## config.mk

```make
export PLATFORM = sky130hd
export DESIGN_NAME = riscv_tag_mode_pipe_flat
export DESIGN_NICKNAME = d
export VERILOG_FILES = /design/src/rtl/riscv_tag_mode_pipe_pkg.sv /design/src/rtl/riscv_tag_mode_pipe_if.sv /design/src/rtl/riscv_tag_mode_pipe_class_dec.sv /design/src/rtl/riscv_tag_mode_pipe.sv /design/src/flat_wrapper.sv
export SDC_FILE = /design/constraint.sdc
export NUM_CORES = 1
export LEC_CHECK = 0
export CAP_MARGIN = 10
export CORE_MARGIN = 2
export CORE_UTILIZATION = 40
export CTS_CLUSTER_DIAMETER = 30
export DETAILED_ROUTE_END_ITERATION = 10
export PLACE_DENSITY = 0.76
export SYNTH_ARGS = -nofsm -noshare
export SYNTH_HDL_FRONTEND = slang
export SYNTH_SLANG_ARGS = --single-unit
```

## constraint.sdc

```tcl
create_clock -name clk -period 5.1 [get_ports clk]
set_input_delay 1.275 -clock clk [delete_from_list [all_inputs] [get_ports clk]]
set_output_delay 1.275 -clock clk [all_outputs]
set_load 0.02 [all_outputs]
```

## src/rtl/riscv_tag_mode_pipe_pkg.sv

```systemverilog
// Shared types for the tag-mode pipe: instruction classes (whose value is also the
// TPR field index), opcode constants and the write-coherency FSM states.
package riscv_tag_pkg;

    typedef enum logic [2:0] {
        CLS_JUMP       = 3'd0,
        CLS_JUMP_PC    = 3'd1,
        CLS_BRANCH     = 3'd2,
        CLS_LOADSTORE  = 3'd3,
        CLS_INTEGER    = 3'd4,
        CLS_SHIFT      = 3'd5,
        CLS_COMPARISON = 3'd6,
        CLS_LOGICAL    = 3'd7
    } tag_class_e;

    localparam int FLD_JUMP    = 0;
    localparam int FLD_JUMP_PC = 1;

    localparam int MODE_OLD = 0;

    localparam logic [6:0] OPC_JAL    = 7'h6F;
    localparam logic [6:0] OPC_JALR   = 7'h67;
    localparam logic [6:0] OPC_BRANCH = 7'h63;
    localparam logic [6:0] OPC_STORE  = 7'h23;
    localparam logic [6:0] OPC_LUI    = 7'h37;
    localparam logic [6:0] OPC_AUIPC  = 7'h17;
    localparam logic [6:0] OPC_LOAD   = 7'h03;
    localparam logic [6:0] OPC_OP     = 7'h33;
    localparam logic [6:0] OPC_OPIMM  = 7'h13;

    localparam logic [6:0] F7_BASE   = 7'b0000000;
    localparam logic [6:0] F7_ALT    = 7'b0100000;
    localparam logic [6:0] F7_MULDIV = 7'b0000001;

    typedef enum logic [1:0] {
        ST_RUN    = 2'd0,
        ST_DRAIN  = 2'd1,
        ST_COMMIT = 2'd2
    } tag_state_e;

endpackage

```

## src/rtl/riscv_tag_mode_pipe_if.sv

```systemverilog
// Instruction, TPR-write and result channels of the tag-mode pipe.
interface riscv_tag_mode_pipe_if #(
    parameter int MODE_W  = 2,
    parameter int NUM_CTX = 2,
    parameter int TPR_W   = 8 * MODE_W
);
    localparam int CTX_W = (NUM_CTX > 1) ? $clog2(NUM_CTX) : 1;

    logic              in_valid_i;
    logic              in_ready_o;
    logic [31:0]       instr_i;
    logic              pc_tag_i;
    logic [CTX_W-1:0]  ctx_i;
    logic              tpr_we_i;
    logic [CTX_W-1:0]  tpr_wctx_i;
    logic [TPR_W-1:0]  tpr_wdata_i;
    logic              tpr_wready_o;
    logic              out_valid_o;
    logic              out_ready_i;
    logic [MODE_W-1:0] alu_mode_o;
    logic [MODE_W-1:0] jump_pc_mode_o;
    logic [2:0]        class_o;

    modport master (
        output in_valid_i, instr_i, pc_tag_i, ctx_i,
        output tpr_we_i, tpr_wctx_i, tpr_wdata_i, out_ready_i,
        input  in_ready_o, tpr_wready_o, out_valid_o,
        input  alu_mode_o, jump_pc_mode_o, class_o
    );

    modport slave (
        input  in_valid_i, instr_i, pc_tag_i, ctx_i,
        input  tpr_we_i, tpr_wctx_i, tpr_wdata_i, out_ready_i,
        output in_ready_o, tpr_wready_o, out_valid_o,
        output alu_mode_o, jump_pc_mode_o, class_o
    );
endinterface

```

## src/rtl/riscv_tag_mode_pipe_class_dec.sv

```systemverilog
// Combinational RV32IM class decode. valid=0 means the tag passes through
// unchanged (MODE_OLD); unrecognised encodings report class 0.
module riscv_tag_class_dec
    import riscv_tag_pkg::*;
(
    input  logic [31:0] instr,
    output tag_class_e  cls,
    output logic        valid
);
    logic [6:0] opcode;
    logic [2:0] funct3;
    logic [6:0] funct7;
    logic       unused_bits;

    assign opcode      = instr[6:0];
    assign funct3      = instr[14:12];
    assign funct7      = instr[31:25];
    assign unused_bits = ^{instr[24:15], instr[11:7]};

    always_comb begin
        cls   = CLS_JUMP;
        valid = 1'b0;
        case (opcode)
            OPC_JAL:  valid = 1'b1;
            OPC_JALR: valid = (funct3 == 3'b000);
            OPC_BRANCH: begin
                cls   = CLS_BRANCH;
                valid = 1'b1;
            end
            OPC_STORE, OPC_LUI, OPC_AUIPC: begin
                cls   = CLS_LOADSTORE;
                valid = 1'b1;
            end
            // loads keep the memory tag, so the class is reported without a field
            OPC_LOAD: cls = CLS_LOADSTORE;
            OPC_OP: begin
                if (funct7 == F7_MULDIV) begin
                    cls   = CLS_INTEGER;
                    valid = 1'b1;
                end else if (funct7 == F7_BASE || funct7 == F7_ALT) begin
                    valid = 1'b1;
                    case (funct3)
                        3'b000:         cls = CLS_INTEGER;
                        3'b001, 3'b101: cls = CLS_SHIFT;
                        3'b010, 3'b011: cls = CLS_COMPARISON;
                        default:        cls = CLS_LOGICAL;
                    endcase
                    if (funct7 == F7_ALT && funct3 != 3'b000 && funct3 != 3'b101) begin
                        cls   = CLS_JUMP;
                        valid = 1'b0;
                    end
                end
            end
            OPC_OPIMM: begin
                valid = 1'b1;
                case (funct3)
                    3'b000:         cls = CLS_INTEGER;
                    3'b010, 3'b011: cls = CLS_COMPARISON;
                    3'b001: begin
                        cls   = CLS_SHIFT;
                        valid = (funct7 == F7_BASE);
                    end
                    3'b101: begin
                        cls   = CLS_SHIFT;
                        valid = (funct7 == F7_BASE) || (funct7 == F7_ALT);
                    end
                    default:        cls = CLS_LOGICAL;
                endcase
                if (!valid) cls = CLS_JUMP;
            end
            default: ;
        endcase
    end

endmodule

```

## src/rtl/riscv_tag_mode_pipe.sv

```systemverilog
// Tag-mode pipe: decodes each instruction against the active TPR context into a
// single output register; writes to an in-use context are deferred via DRAIN/COMMIT.
//
// state  | meaning
// RUN    | accept instructions and TPR writes
// DRAIN  | shadow write pending, waiting for the output register to empty
// COMMIT | shadow copied into the TPR array this cycle
module riscv_tag_mode_pipe
    import riscv_tag_pkg::*;
#(
    parameter int MODE_W  = 2,
    parameter int NUM_CTX = 2,
    parameter int TPR_W   = 8 * MODE_W
) (
    input logic                  clk,
    input logic                  rst,
    riscv_tag_mode_pipe_if.slave bus
);
    localparam int CTX_W = (NUM_CTX > 1) ? $clog2(NUM_CTX) : 1;
    localparam logic [MODE_W-1:0] OLD = MODE_W'(MODE_OLD);

    tag_state_e        state;
    tag_state_e        state_nxt;

    logic [TPR_W-1:0]  tpr [NUM_CTX];
    logic [TPR_W-1:0]  shadow_data;
    logic [CTX_W-1:0]  shadow_ctx;

    logic              out_valid;
    logic [MODE_W-1:0] alu_mode;
    logic [MODE_W-1:0] jpc_mode;
    tag_class_e        out_cls;
    logic [CTX_W-1:0]  out_ctx;

    tag_class_e        dec_cls;
    logic              dec_valid;
    logic [TPR_W-1:0]  tpr_rd;
    logic [MODE_W-1:0] dec_alu;
    logic [MODE_W-1:0] dec_jpc;

    logic              in_ready;
    logic              wready;
    logic              wr_hit;
    logic              wr_direct;
    logic              wr_shadow;
    logic              commit;
    logic              accept;
    logic              drain_done;

    riscv_tag_class_dec u_dec (
        .instr (bus.instr_i),
        .cls   (dec_cls),
        .valid (dec_valid)
    );

    assign tpr_rd = tpr[bus.ctx_i];

    always_comb begin
        dec_alu = OLD;
        dec_jpc = OLD;
        if (dec_valid && !(dec_cls == CLS_BRANCH && bus.pc_tag_i))
            dec_alu = tpr_rd[int'(dec_cls) * MODE_W +: MODE_W];
        if (dec_valid && dec_cls == CLS_JUMP)
            dec_jpc = tpr_rd[FLD_JUMP_PC * MODE_W +: MODE_W];
    end

    // a context is in use if a registered result came from it or it is being decoded now
    assign wr_hit     = (out_valid && bus.tpr_wctx_i == out_ctx) || (bus.tpr_wctx_i == bus.ctx_i);
    assign accept     = bus.in_valid_i && in_ready;
    assign drain_done = !out_valid || bus.out_ready_i;

    always_ff @(posedge clk) begin
        if (rst) state <= ST_RUN;
        else     state <= state_nxt;
    end

    always_comb begin
        state_nxt = state;
        case (state)
            ST_RUN:    if (bus.tpr_we_i && wr_hit) state_nxt = ST_DRAIN;
            ST_DRAIN:  if (drain_done) state_nxt = ST_COMMIT;
            ST_COMMIT: state_nxt = ST_RUN;
            default:   state_nxt = ST_RUN;
        endcase
    end

    always_comb begin
        in_ready  = 1'b0;
        wready    = 1'b0;
        wr_direct = 1'b0;
        wr_shadow = 1'b0;
        commit    = 1'b0;
        if (!rst) begin
            case (state)
                ST_RUN: begin
                    in_ready  = !out_valid || bus.out_ready_i;
                    wready    = 1'b1;
                    wr_direct = bus.tpr_we_i && !wr_hit;
                    wr_shadow = bus.tpr_we_i && wr_hit;
                end
                ST_COMMIT: commit = 1'b1;
                default: ;
            endcase
        end
    end

    always_ff @(posedge clk) begin
        if (rst) begin
            for (int i = 0; i < NUM_CTX; i++) tpr[i] <= '0;
            shadow_data <= '0;
            shadow_ctx  <= '0;
        end else begin
            if (wr_direct) tpr[bus.tpr_wctx_i] <= bus.tpr_wdata_i;
            if (commit)    tpr[shadow_ctx]     <= shadow_data;
            if (wr_shadow) begin
                shadow_data <= bus.tpr_wdata_i;
                shadow_ctx  <= bus.tpr_wctx_i;
            end
        end
    end

    always_ff @(posedge clk) begin
        if (rst) begin
            out_valid <= 1'b0;
            alu_mode  <= '0;
            jpc_mode  <= '0;
            out_cls   <= CLS_JUMP;
            out_ctx   <= '0;
        end else if (accept) begin
            out_valid <= 1'b1;
            alu_mode  <= dec_alu;
            jpc_mode  <= dec_jpc;
            out_cls   <= dec_cls;
            out_ctx   <= bus.ctx_i;
        end else if (bus.out_ready_i) begin
            out_valid <= 1'b0;
        end
    end

    assign bus.in_ready_o     = in_ready;
    assign bus.tpr_wready_o   = wready;
    assign bus.out_valid_o    = out_valid;
    assign bus.alu_mode_o     = alu_mode;
    assign bus.jump_pc_mode_o = jpc_mode;
    assign bus.class_o        = out_cls;

endmodule

```

## src/flat_wrapper.sv

```systemverilog
// flat-port wrapper written by rule: the top's interface ports become plain ports
module riscv_tag_mode_pipe_flat import riscv_tag_pkg::*;
#(
    parameter int MODE_W  = 2,
    parameter int NUM_CTX = 2,
    parameter int TPR_W   = 8 * MODE_W
)
  (clk, rst, bus_in_valid_i, bus_instr_i, bus_pc_tag_i, bus_ctx_i, bus_tpr_we_i, bus_tpr_wctx_i, bus_tpr_wdata_i, bus_out_ready_i, bus_in_ready_o, bus_tpr_wready_o, bus_out_valid_o, bus_alu_mode_o, bus_jump_pc_mode_o, bus_class_o);
  riscv_tag_mode_pipe_if #(.MODE_W(MODE_W), .NUM_CTX(NUM_CTX), .TPR_W(TPR_W)) bus_i ();
  input logic clk;
  input logic rst;
  input wire logic [$bits(bus_i.in_valid_i)-1:0] bus_in_valid_i;
  input wire logic [$bits(bus_i.instr_i)-1:0] bus_instr_i;
  input wire logic [$bits(bus_i.pc_tag_i)-1:0] bus_pc_tag_i;
  input wire logic [$bits(bus_i.ctx_i)-1:0] bus_ctx_i;
  input wire logic [$bits(bus_i.tpr_we_i)-1:0] bus_tpr_we_i;
  input wire logic [$bits(bus_i.tpr_wctx_i)-1:0] bus_tpr_wctx_i;
  input wire logic [$bits(bus_i.tpr_wdata_i)-1:0] bus_tpr_wdata_i;
  input wire logic [$bits(bus_i.out_ready_i)-1:0] bus_out_ready_i;
  output wire logic [$bits(bus_i.in_ready_o)-1:0] bus_in_ready_o;
  output wire logic [$bits(bus_i.tpr_wready_o)-1:0] bus_tpr_wready_o;
  output wire logic [$bits(bus_i.out_valid_o)-1:0] bus_out_valid_o;
  output wire logic [$bits(bus_i.alu_mode_o)-1:0] bus_alu_mode_o;
  output wire logic [$bits(bus_i.jump_pc_mode_o)-1:0] bus_jump_pc_mode_o;
  output wire logic [$bits(bus_i.class_o)-1:0] bus_class_o;
  assign bus_i.in_valid_i = bus_in_valid_i;
  assign bus_i.instr_i = bus_instr_i;
  assign bus_i.pc_tag_i = bus_pc_tag_i;
  assign bus_i.ctx_i = bus_ctx_i;
  assign bus_i.tpr_we_i = bus_tpr_we_i;
  assign bus_i.tpr_wctx_i = bus_tpr_wctx_i;
  assign bus_i.tpr_wdata_i = bus_tpr_wdata_i;
  assign bus_i.out_ready_i = bus_out_ready_i;
  assign bus_in_ready_o = bus_i.in_ready_o;
  assign bus_tpr_wready_o = bus_i.tpr_wready_o;
  assign bus_out_valid_o = bus_i.out_valid_o;
  assign bus_alu_mode_o = bus_i.alu_mode_o;
  assign bus_jump_pc_mode_o = bus_i.jump_pc_mode_o;
  assign bus_class_o = bus_i.class_o;
  riscv_tag_mode_pipe #(.MODE_W(MODE_W), .NUM_CTX(NUM_CTX), .TPR_W(TPR_W)) u_core (.clk(clk), .rst(rst), .bus(bus_i));
endmodule
```

* Word level (Yosys, flattened, before mapping)
Memory sizes are Yosys's and may differ from the RTL's.
Cells that the tools add are included.
** Storage, ports and cells
- Register bits after elaboration :: 28
- Memory bits (writable) :: 32
- Bits of input ports :: 56
- Output and inout port bits :: 10
- Word-level logic and storage cells :: 104
- Memories :: 1
** Memory list
- u_core.tpr :: depth 2, bits a word 16, read ports 1, clocked after memory_dff 0, wr ports 2, line riscv_tag_mode_pipe.sv:25 : logic [TPR_W-1:0] tpr [NUM_CTX];
** Operators by class
- Equal/unequal tests :: 23
- Shift-type cells :: 1
- Mux-type cells :: 43
- Reduce and logical (&&, ||, !) cells :: 28
** Operators with widths (count)
- 16-bit 2-to-1 mux :: 2
- 16-bit OR reduction :: 2
- 7-bit by 6-bit == test with 1-bit output, second input constant :: 4
- 1-bit 2-to-1 mux :: 28
- 7-bit == test, second input constant :: 3
- 16-bit by 5-bit variable part select with 2-bit output :: 1
- 7-bit by 5-bit == test with 1-bit output, second input constant :: 2
- 3-bit 2-to-1 mux :: 4
- 3-bit case mux with 4 select lines :: 1
- 3-bit by 2-bit == test with 1-bit output, second input constant :: 3
- 1-bit logical AND :: 9
- 2-bit 2-to-1 mux :: 4
- 7-bit by 1-bit == test with 1-bit output, second input constant :: 1
- 7-bit by 2-bit == test with 1-bit output, second input constant :: 1
- 7-bit zero test :: 1
- 3-bit zero test :: 2
- 2-bit case mux with 3 select lines :: 1
- 5-bit OR reduction :: 1
- 2-bit by 1-bit inequality test with 1-bit output, second input constant :: 2
- 1-bit case mux with 4 select lines :: 1
- 2-bit case mux with 2 select lines :: 1
- 2-bit OR reduction :: 2
- 4-bit OR reduction :: 1
- 3-bit by 1-bit == test with 1-bit output, second input constant :: 1
- 12 further kinds :: 17

* Logic depth before layout (Yosys ltp)
Gate-level depths: netlist of run 1.
- Depth after elaboration :: 13
- Depth in mapped cells :: 9
- Gate-level depth less buffers :: 8

* Hierarchy
From an unflattened synthesis of run 1, not the netlist that was laid out.
** Unflattened totals
- Cells, all modules :: 268
- Area total of the unflattened synthesis :: 3016.6 µm²
** By module, submodules not included
- riscv_tag_mode_pipe :: times used 1, cells an instance 231, area each 2757.6 µm², sequential area each 1521.5 µm²
- riscv_tag_class_dec :: times used 1, cells an instance 37, area each 259.0 µm², sequential area each 0.0 µm²

* Worst setup path after synthesis of run 1
Ideal clock, no wire load.
- Path kind :: in2reg
- Start :: in bus_instr_i[28]
- End :: reg u_core.alu_mode[1] (netlist: u_core.bus.alu_mode_o[1])
- Library setup time :: 0.130 ns
- Arrival :: 3.592 ns
- Data required time :: 4.970 ns
- Setup slack :: 1.379 ns
- Cell stages on the path :: 9
- Path buffers :: 1
- Path through :: or4_4 > or3_4 > a2111oi_4 > nor3_2 > buf_6 > mux4_1 > mux2_2 > a211oi_2 > o22ai_1
** On the way
- Word-level cells in the longest chain between the ends :: 12
- Elaborated cells on any way between the ends :: 23
- Those cells by class :: 3 x eq/ne; 1 x shift; 12 x mux; 7 x reduce/logical
** Ends and longest elaborated chain
- from (decl) :: line flat_wrapper.sv:13 : input wire logic [$bits(bus_i.instr_i)-1:0] bus_instr_i;
- parallel branches: the longest is 11 deep, another holds 16-bit by 5-bit variable part select with 2-bit output
- 2-bit 2-to-1 mux * :: line riscv_tag_mode_pipe.sv:61 : if (dec_valid && !(dec_cls == CLS_BRANCH && bus.pc_tag_i))
- to (signal assigned) :: line riscv_tag_mode_pipe.sv:131 : alu_mode <= dec_alu;
- to (decl) :: line riscv_tag_mode_pipe.sv:30 : logic [MODE_W-1:0] alu_mode;
Every way passes the cells marked *. The select of a mux whose other input is x is not followed.
A chain may end at the register's enable or synchronous reset.

* Worst setup path in the final report of run 1
- Start :: in rst
- End :: out bus_in_ready_o
** On the way
- Word-level cells in the longest chain between the ends :: 1
** Ends and longest elaborated chain
- from (decl) :: line flat_wrapper.sv:11 : input logic rst;
- 1-bit 2-to-1 mux :: line riscv_tag_mode_pipe.sv:93 : if (!rst) begin
- to (decl) :: line flat_wrapper.sv:20 : output wire logic [$bits(bus_i.in_ready_o)-1:0] bus_in_ready_o;
Every way passes these cells.

==> results of run 1 <==
## metrics by stage
| stage | utilization [%] | worst slack [ns] |
|---|---|---|
| after floorplan | - | 1.38 |
| after global placement | 49.5 | 0.854 |
| after detailed placement | 49.5 | 0.815 |
| after CTS | 51.6 | 0.991 |
| after global routing | 51.6 | 0.859 |
| final | 51.6 | 0.992 |
## metal layers
layer	up-vias	track usage, %
met1	1048	20.8
met4	0	5.16
met5	-	0
li1	1102	-
met3	5	6.09
met2	60	26.2
## cell type report
cell class / instances / share of cell area (%)
sequential: 60 / 41.3
multi-input combinational: 193 / 35.8
tap: 99 / 3.36
clock inverter: 3 / 0.441
inverter: 5 / 0.509
timing repair buffer: 56 / 14.8
clock buffer: 13 / 3.77
## power by group
part | internal, uW | switching (uW)
clock network | 175 | 172
logic | 67.4 | 64.9
registers | 532 | 8.69
## logic make-up after synthesis
kind of cell    count (synthesis)  share of synthesized area [%]
xor+xnor                        2                          0.601
mux                            47                           17.6
simple gates                  100                           16.6
flops                          60                           52.2
buf+inv                        18                           2.58
compound gates                 44                           10.4
## sequential cells by signal, indices dropped and copies added (netlist names)
register and flops:
u_core.state 2, u_core.shadow_ctx 1, u_core.bus.class_o 3, u_core.out_ctx 1, u_core.bus.out_valid_o 1, u_core.bus.alu_mode_o 2, u_core.tpr 32, u_core.shadow_data 16
u_core.bus.jump_pc_mode_o 2
## placed cells by master, fill, tap and decap left out, types with 9 or more instances in the layout
master and n:
clkbuf_8 9, edfxtp_1 32, mux2i_1 35, nor3_1 9
a21oi_1 12, mux2_2 10, dfxtp_1 28, clkdlybuf4s50_1 50
nor2_1 59
## critical path, delay by kind of cell
kind                   cells  cell delay, ns
and+or+nand+nor            2            0.53
buffers and inverters      2            1.03
## worst paths after layout
kind,startpoint,end,slack (ns),cells past startpoint
worst max-delay path,rst,bus_in_ready_o,0.99,4
worst min-delay path,u_core.bus.class_o[1],u_core.bus.class_o[1],0.46,2
worst max register to register,u_core.state[0],u_core.tpr[0][13],2.69,6
worst min register to register,u_core.bus.class_o[1],u_core.bus.class_o[1],0.46,2
## cells in the mapped netlist, drive strengths merged
library cell  instances  area, sq um
buf                   3         18.8
and3                  2         12.5
nand3b                2         15.0
a22oi                 2         15.0
o22ai                 7         43.8
nor3b                 2         15.0
a32oi                 1         8.76
xor2                  2         17.5
nor2                 59          221
nand4b                1         8.76
or3                   3         23.8
nor2b                 1         6.26
dfxtp                28          561
nand2                 7         26.3
a211o                 1         8.76
a211oi                7         57.6
and2                  3         18.8
a2111oi               1         27.5
inv                   5         18.8
a31oi                 2         12.5
nor4b                 2         23.8
mux2i                35          350
or4b                  1         10.0
nand3                 1         5.00
mux4                  2         48.8
clkbuf               10         37.5
edfxtp               32          961
a21oi                12         60.1
nand2b                5         31.3
o31a                  3         26.3
o31ai                 1         7.51
o21ai                 7         35.0
mux2                 10          113
or4                   1         11.3
nor3                 10         55.1
==> results.md, run 1 <==
* Mean post-synth cell area at about 11 sq um
* Outcome: completed
* Fillers at around 700
* DRT iter0 DRCs at a little under 90
* Register area at 1520 sq um
* Clk_skew at roughly 0.012 ns
* Hold WS at roughly 0.46 ns
* WL met2 at around 2900 um
* Yosys warnings at 0
* Die Ht at between 80 and 90 um
* Total Die Area at between 7000 and 8000 sq um
* Diodes inserted at 0
* Syn nets at approximately 330
* Overflow after GRT at 0
* CP required at ~3.8 ns
* CTS root buf: clkbuf_8
* Detailed Routing Iterations Pass 1 at 5
* Ports at 66
* Type of destination of the critical path: output port
* Placed wire-length estimate at between 4000 and 5000 um
* Max Cap Viol at 0
* Hold Vio Cnt, Final at 0
* Multi-input gate area at 1320 sq um
* Crit path arrival time at about 2.8 ns
* Clk Latency, worst-skew pair at ~0.34 ns
* Initial Utilization at roughly two fifths
* Routed wl met3 at around 380 um
* Min Tclk post-route at around 4 ns
* Slew @ Worst Pin at between 1 and 1.5 ns
* Post-Syn Area at 2910 sq um
* Power Total at around 1000 uW
* Slowest Stage Delay on Critical Path at between 0.6 and 0.7 ns
* Resized Gates After CTS at 0
* Slew Viols, Final at 0
* Final ANT Viol Nets at 0
* GRT Util Overall at between 15 and 20%
* Post-synthesis sequential area ratio at 52.2%
* Routed WL per cell at approximately 14 um
* Via count at around 2200
* Sink Count at 60
* Cells after synthesis at between 200 and 300
* Max_slew headroom at between 30 and 40%
* Setup violators final at 0
* Die X at a little under 90 um
* DRC at 0
* Clock slew at reported path FFs at ~0.060 ns
* Site Rows at 31
* Core ar. at a little over 7000 sq um
* Setup TNS at 0 ns
* Highest Clock Rate at ~240 MHz
* # port buffers at 50
* Wl on met1 at around 2800 um
* WS Path Type: input pin to output port
* Largest net degree at the start of global routing at 32
* Crit-path cells: clkdlybuf4s50_1 -> nor3_1 -> and2_1 -> clkdlybuf4s50_1
* Total Routed Length at ~6200 um
* Synth cell types at 41
* CP dominant cell by count: clkdlybuf4s50_1
* Gpl congestion at between 0.8 and 0.9
* Hold Crit Class: register to register
* Final Net Count at between 300 and 400
* Initial antenna violation count at 0
* Non-filler instance count after layout at around 430
* Fraction of layout cells with a size suffix above 1 at 10.9%
* Worst setup SP type: input pin
* Max clock buf depth at 2
* Htree depth at 3
* Worst Path Max Fanout at 4
* Top sig layer: met4
* Slowest CP cell: clkdlybuf4s50_1
* Synthesized flop and latch total at 60
* PD cells at between 200 and 300 nW/um^2
* Area Overhead vs Synth at 26.5%
* RSZ-0062 raised after global routing: false
* Inserted Clock Buffers at 9
* Post-Place Cell Area at about 3500 sq um
* Vias per cell at about 5.2
* Placed Cells at 413
* CTS tree: yes
* Tcrit/Tclk final at about four fifths
* Hold buffers post-CTS at 0
* Design area at about 3700 sq um
* First-pass GRT wire length at 9860 um
* VDD IR max at ~0.00023 V
* Total setup buffers inserted after CTS at 0
* Vias in the first global route at ~2100
* LEAKAGE at between 0.001 and 0.0015 uW
(Power assumes the default switching activity.)
==> inputs of run 2 (changes only) <==
--- a/config.mk
+++ b/config.mk
@@ -10,7 +10,7 @@
 export CORE_UTILIZATION = 40
 export CTS_CLUSTER_DIAMETER = 30
 export DETAILED_ROUTE_END_ITERATION = 10
-export PLACE_DENSITY = 0.76
+export PLACE_DENSITY = 0.78
 export SYNTH_ARGS = -nofsm -noshare
 export SYNTH_HDL_FRONTEND = slang
 export SYNTH_SLANG_ARGS = --single-unit
==> constraint.sdc (replaced) <==
create_clock -name clk -period 3.65 [get_ports clk]
set_input_delay 0.9125 -clock clk [delete_from_list [all_inputs] [get_ports clk]]
set_output_delay 0.9125 -clock clk [all_outputs]
set_load 0.02 [all_outputs]
==> run 2 against run 1 <==
  * Non-clock buffer count rose by 16
  * Clock skew fell by 0.0084 ns
  * Global-route usage rose by 0.28 points
  * Sequential share of layout area fell by 1.6 points
  * Design area rose by 4.0%
  * Register-to-register slack got worse by 1.3 ns
  * Critical path type is now input pin to register
  * Count of clock-buffer cells in the layout fell by 1
==> results.md, run 2 (same netlist as run 1, synthesis figures left out) <==
* Power Total at 1520 uW (was 1020 uW)
* Die X at 89.3 um (unchanged)
* Gpl congestion at 0.809 (was 0.804)
* # port buffers at 50 (unchanged)
* RSZ-0062 raised after global routing: false (unchanged)
* PD cells at 396 nW/um^2 (was 277 nW/um^2)
* Multi-input gate area at 1320 sq um (unchanged)
* Total setup buffers inserted after CTS at 0 (unchanged)
* DRT iter0 DRCs at 83 (was 89)
* CTS tree: yes (unchanged)
* Busiest grt layer: met2 (unchanged)
* Sink Count at 60 (unchanged)
* Crit path arrival time at 3.69 ns (was 2.83 ns)
* Final ANT Viol Nets at 0 (unchanged)
* Setup violators final at 0 (unchanged)
* Resized Gates After CTS at 0 (unchanged)
* Post-Place Cell Area at 3650 sq um (was 3530 sq um)
* Area Overhead vs Synth at 31.7% (was 26.5%)
* Die Ht at 89.3 um (unchanged)
* Outcome: completed (unchanged)
* Max Cap Viol at 0 (unchanged)
* Total Routed Length at 6250 um (was 6150 um)
* Final Net Count at 397 (was 381)
* Fillers at 672 (was 683)
* Max clock buf depth at 2 (unchanged)
* Hold WS at 0.464 ns (was 0.461 ns)
* Total Die Area at 7980 sq um (unchanged)
* Max_slew headroom at 30.4% (was 32.2%)
* VDD IR max at 0.000226 V (was 0.000232 V)
* Clk Latency, worst-skew pair at 0.33 ns (was 0.34 ns)
* Site Rows at 31 (unchanged)
* Commonest non-fill, non-tap cell in the layout: nor2_1 (unchanged)
* Initial Utilization at 40.8% (unchanged)
* Min Tclk post-route at roughly 3.5 ns
* Clk_skew at 0.00349 ns (was 0.0119 ns)
* Slew Viols, Final at 0 (unchanged)
* Global Route met2 Usage at 26.8% (was 26.2%)
* GR Util met3 at 3.97% (was 6.09%)
* Most frequent cells in the layout: nor2_1, clkdlybuf4s50_1, mux2i_1 (unchanged)
* Slew @ Worst Pin at 1.04 ns (was 1.02 ns)
* Highest Clock Rate at about 290 MHz
* Worst Path Max Fanout at 6 (was 4)
* First-pass GRT wire length at 10200 um (was 9860 um)
* Vias in the first global route at 2173 (was 2120)
* Hold buffers post-CTS at 0 (unchanged)
* Type of destination of the critical path: register (was output port)
* Register area at 1520 sq um (unchanged)
* Clock slew at reported path FFs at 0.06 ns (about the same)
* Design area at 3830 sq um (was 3690 sq um)
* Hold Vio Cnt, Final at 0 (unchanged)
* Htree depth at 3 (unchanged)
* Via count at 2300 (was 2215)
* WS Path Type: input pin to register (was input pin to output port)
* Max FFs per register at 32 (unchanged)
* CTS root buf: clkbuf_8 (unchanged)
* CP required at 3.86 ns (was 3.83 ns)
* LEAKAGE at 0.00136 uW (was 0.00127 uW)
* Setup TNS at 0 ns (unchanged)
* GRT Util Overall at 16.7% (was 16.4%)
* Ports at 66 (unchanged)
* Routed WL per cell at 14.1 um (was 14.3 um)
* Largest net degree at the start of global routing at 32 (unchanged)
* Initial antenna violation count at 0 (unchanged)
* Overflow after GRT at 0 (unchanged)
* DRC at 0 (unchanged)
* Vias per cell at 5.18 (was 5.16)
* Diodes inserted at 0 (unchanged)
* Fraction of layout cells with a size suffix above 1 at 15.1% (was 10.9%)
* Tcrit/Tclk final at 95.2%
* GR Layer Usage met1 at 22.0% (was 20.8%)
* Largest register by flop count: u_core.tpr (unchanged)
* Placed wire-length estimate at 4510 um (was 4310 um)
* Hold Crit Class: register to register (unchanged)
* Inserted Clock Buffers at 9 (unchanged)
* Core ar. at 7140 sq um (unchanged)
* Detailed Routing Iterations Pass 1 at 5 (unchanged)
* Worst setup SP type: input pin (unchanged)
## run 2: cell count changes in the layout (fill, tap and decap cells not counted)
cell / delta
clkinv_2: -1
clkbuf_1: -2
inv_4: -1
buf_4: +16
clkbuf_8: +1
bufinv_16: +1
clkinv_1: +1
## run 2: final cells by class
| type | instances | share of cell area [%] |
|---|---|---|
| Tap cell | 99 | 3.23 |
| Sequential cell | 60 | 39.7 |
| Clock inverter | 3 | 1.01 |
| Timing Repair Buffer | 72 | 17.4 |
| Inverter | 5 | 0.489 |
| Clock buffer | 12 | 3.78 |
| Multi-Input combinational cell | 193 | 34.5 |
## run 2: path summary, 6_finish.rpt
check                         startpoint                        to  slack [ns]  cells after the start
setup / recovery         bus_instr_i[28]  u_core.bus.alu_mode_o[0]        0.17                      9
setup reg to reg  u_core.bus.out_valid_o     u_core.shadow_data[5]        1.42                      7
hold reg to reg    u_core.bus.class_o[1]     u_core.bus.class_o[1]        0.46                      2
hold / removal     u_core.bus.class_o[1]     u_core.bus.class_o[1]        0.46                      2
## run 2: stage by stage
step / util (%) / setup WS (ns) / std cells
finish: 53.7 / 0.174 / 444
CTS: 53.7 / 0.157 / 444
global route: 53.7 / 0.0225 / 444
global placement: 51.2 / -0.156 / 429
detailed placement: 51.2 / -0.187 / 429
floorplan: - / 0.291 / 271
## run 2: power by group
| part | internal, uW | switching [uW] | leakage, uW |
|---|---|---|---|
| clock | 327 | 243 | 0.0000939 |
| sequential | 743 | 12.2 | 0.000561 |
| combinational | 103 | 92.7 | 0.000705 |
## run 2: critical path: stages
cell and delay, ns:
clkdlybuf4s50_1 0.39, or4_4 0.53, or3_4 0.37, a2111oi_4 0.39, nor3_2 0.16, mux4_2 0.30
mux2_2 0.27, a211oi_1 0.24, o22ai_1 0.11
## run 2: routing by layer
metal	share of wire, %	up-vias
met3	5.5	9
met5	0	-
met1	46	1090
met2	47	70
met4	1.4	0
li1	-	1131
==> inputs of run 3 (changes only) <==
--- a/config.mk
+++ b/config.mk
@@ -11,6 +11,7 @@
 export CTS_CLUSTER_DIAMETER = 30
 export DETAILED_ROUTE_END_ITERATION = 10
 export PLACE_DENSITY = 0.78
+export SLEW_MARGIN = 5
 export SYNTH_ARGS = -nofsm -noshare
 export SYNTH_HDL_FRONTEND = slang
 export SYNTH_SLANG_ARGS = --single-unit
==> results of run 3 <==
Final layout, timing and power as in run 2 (identical DEF).
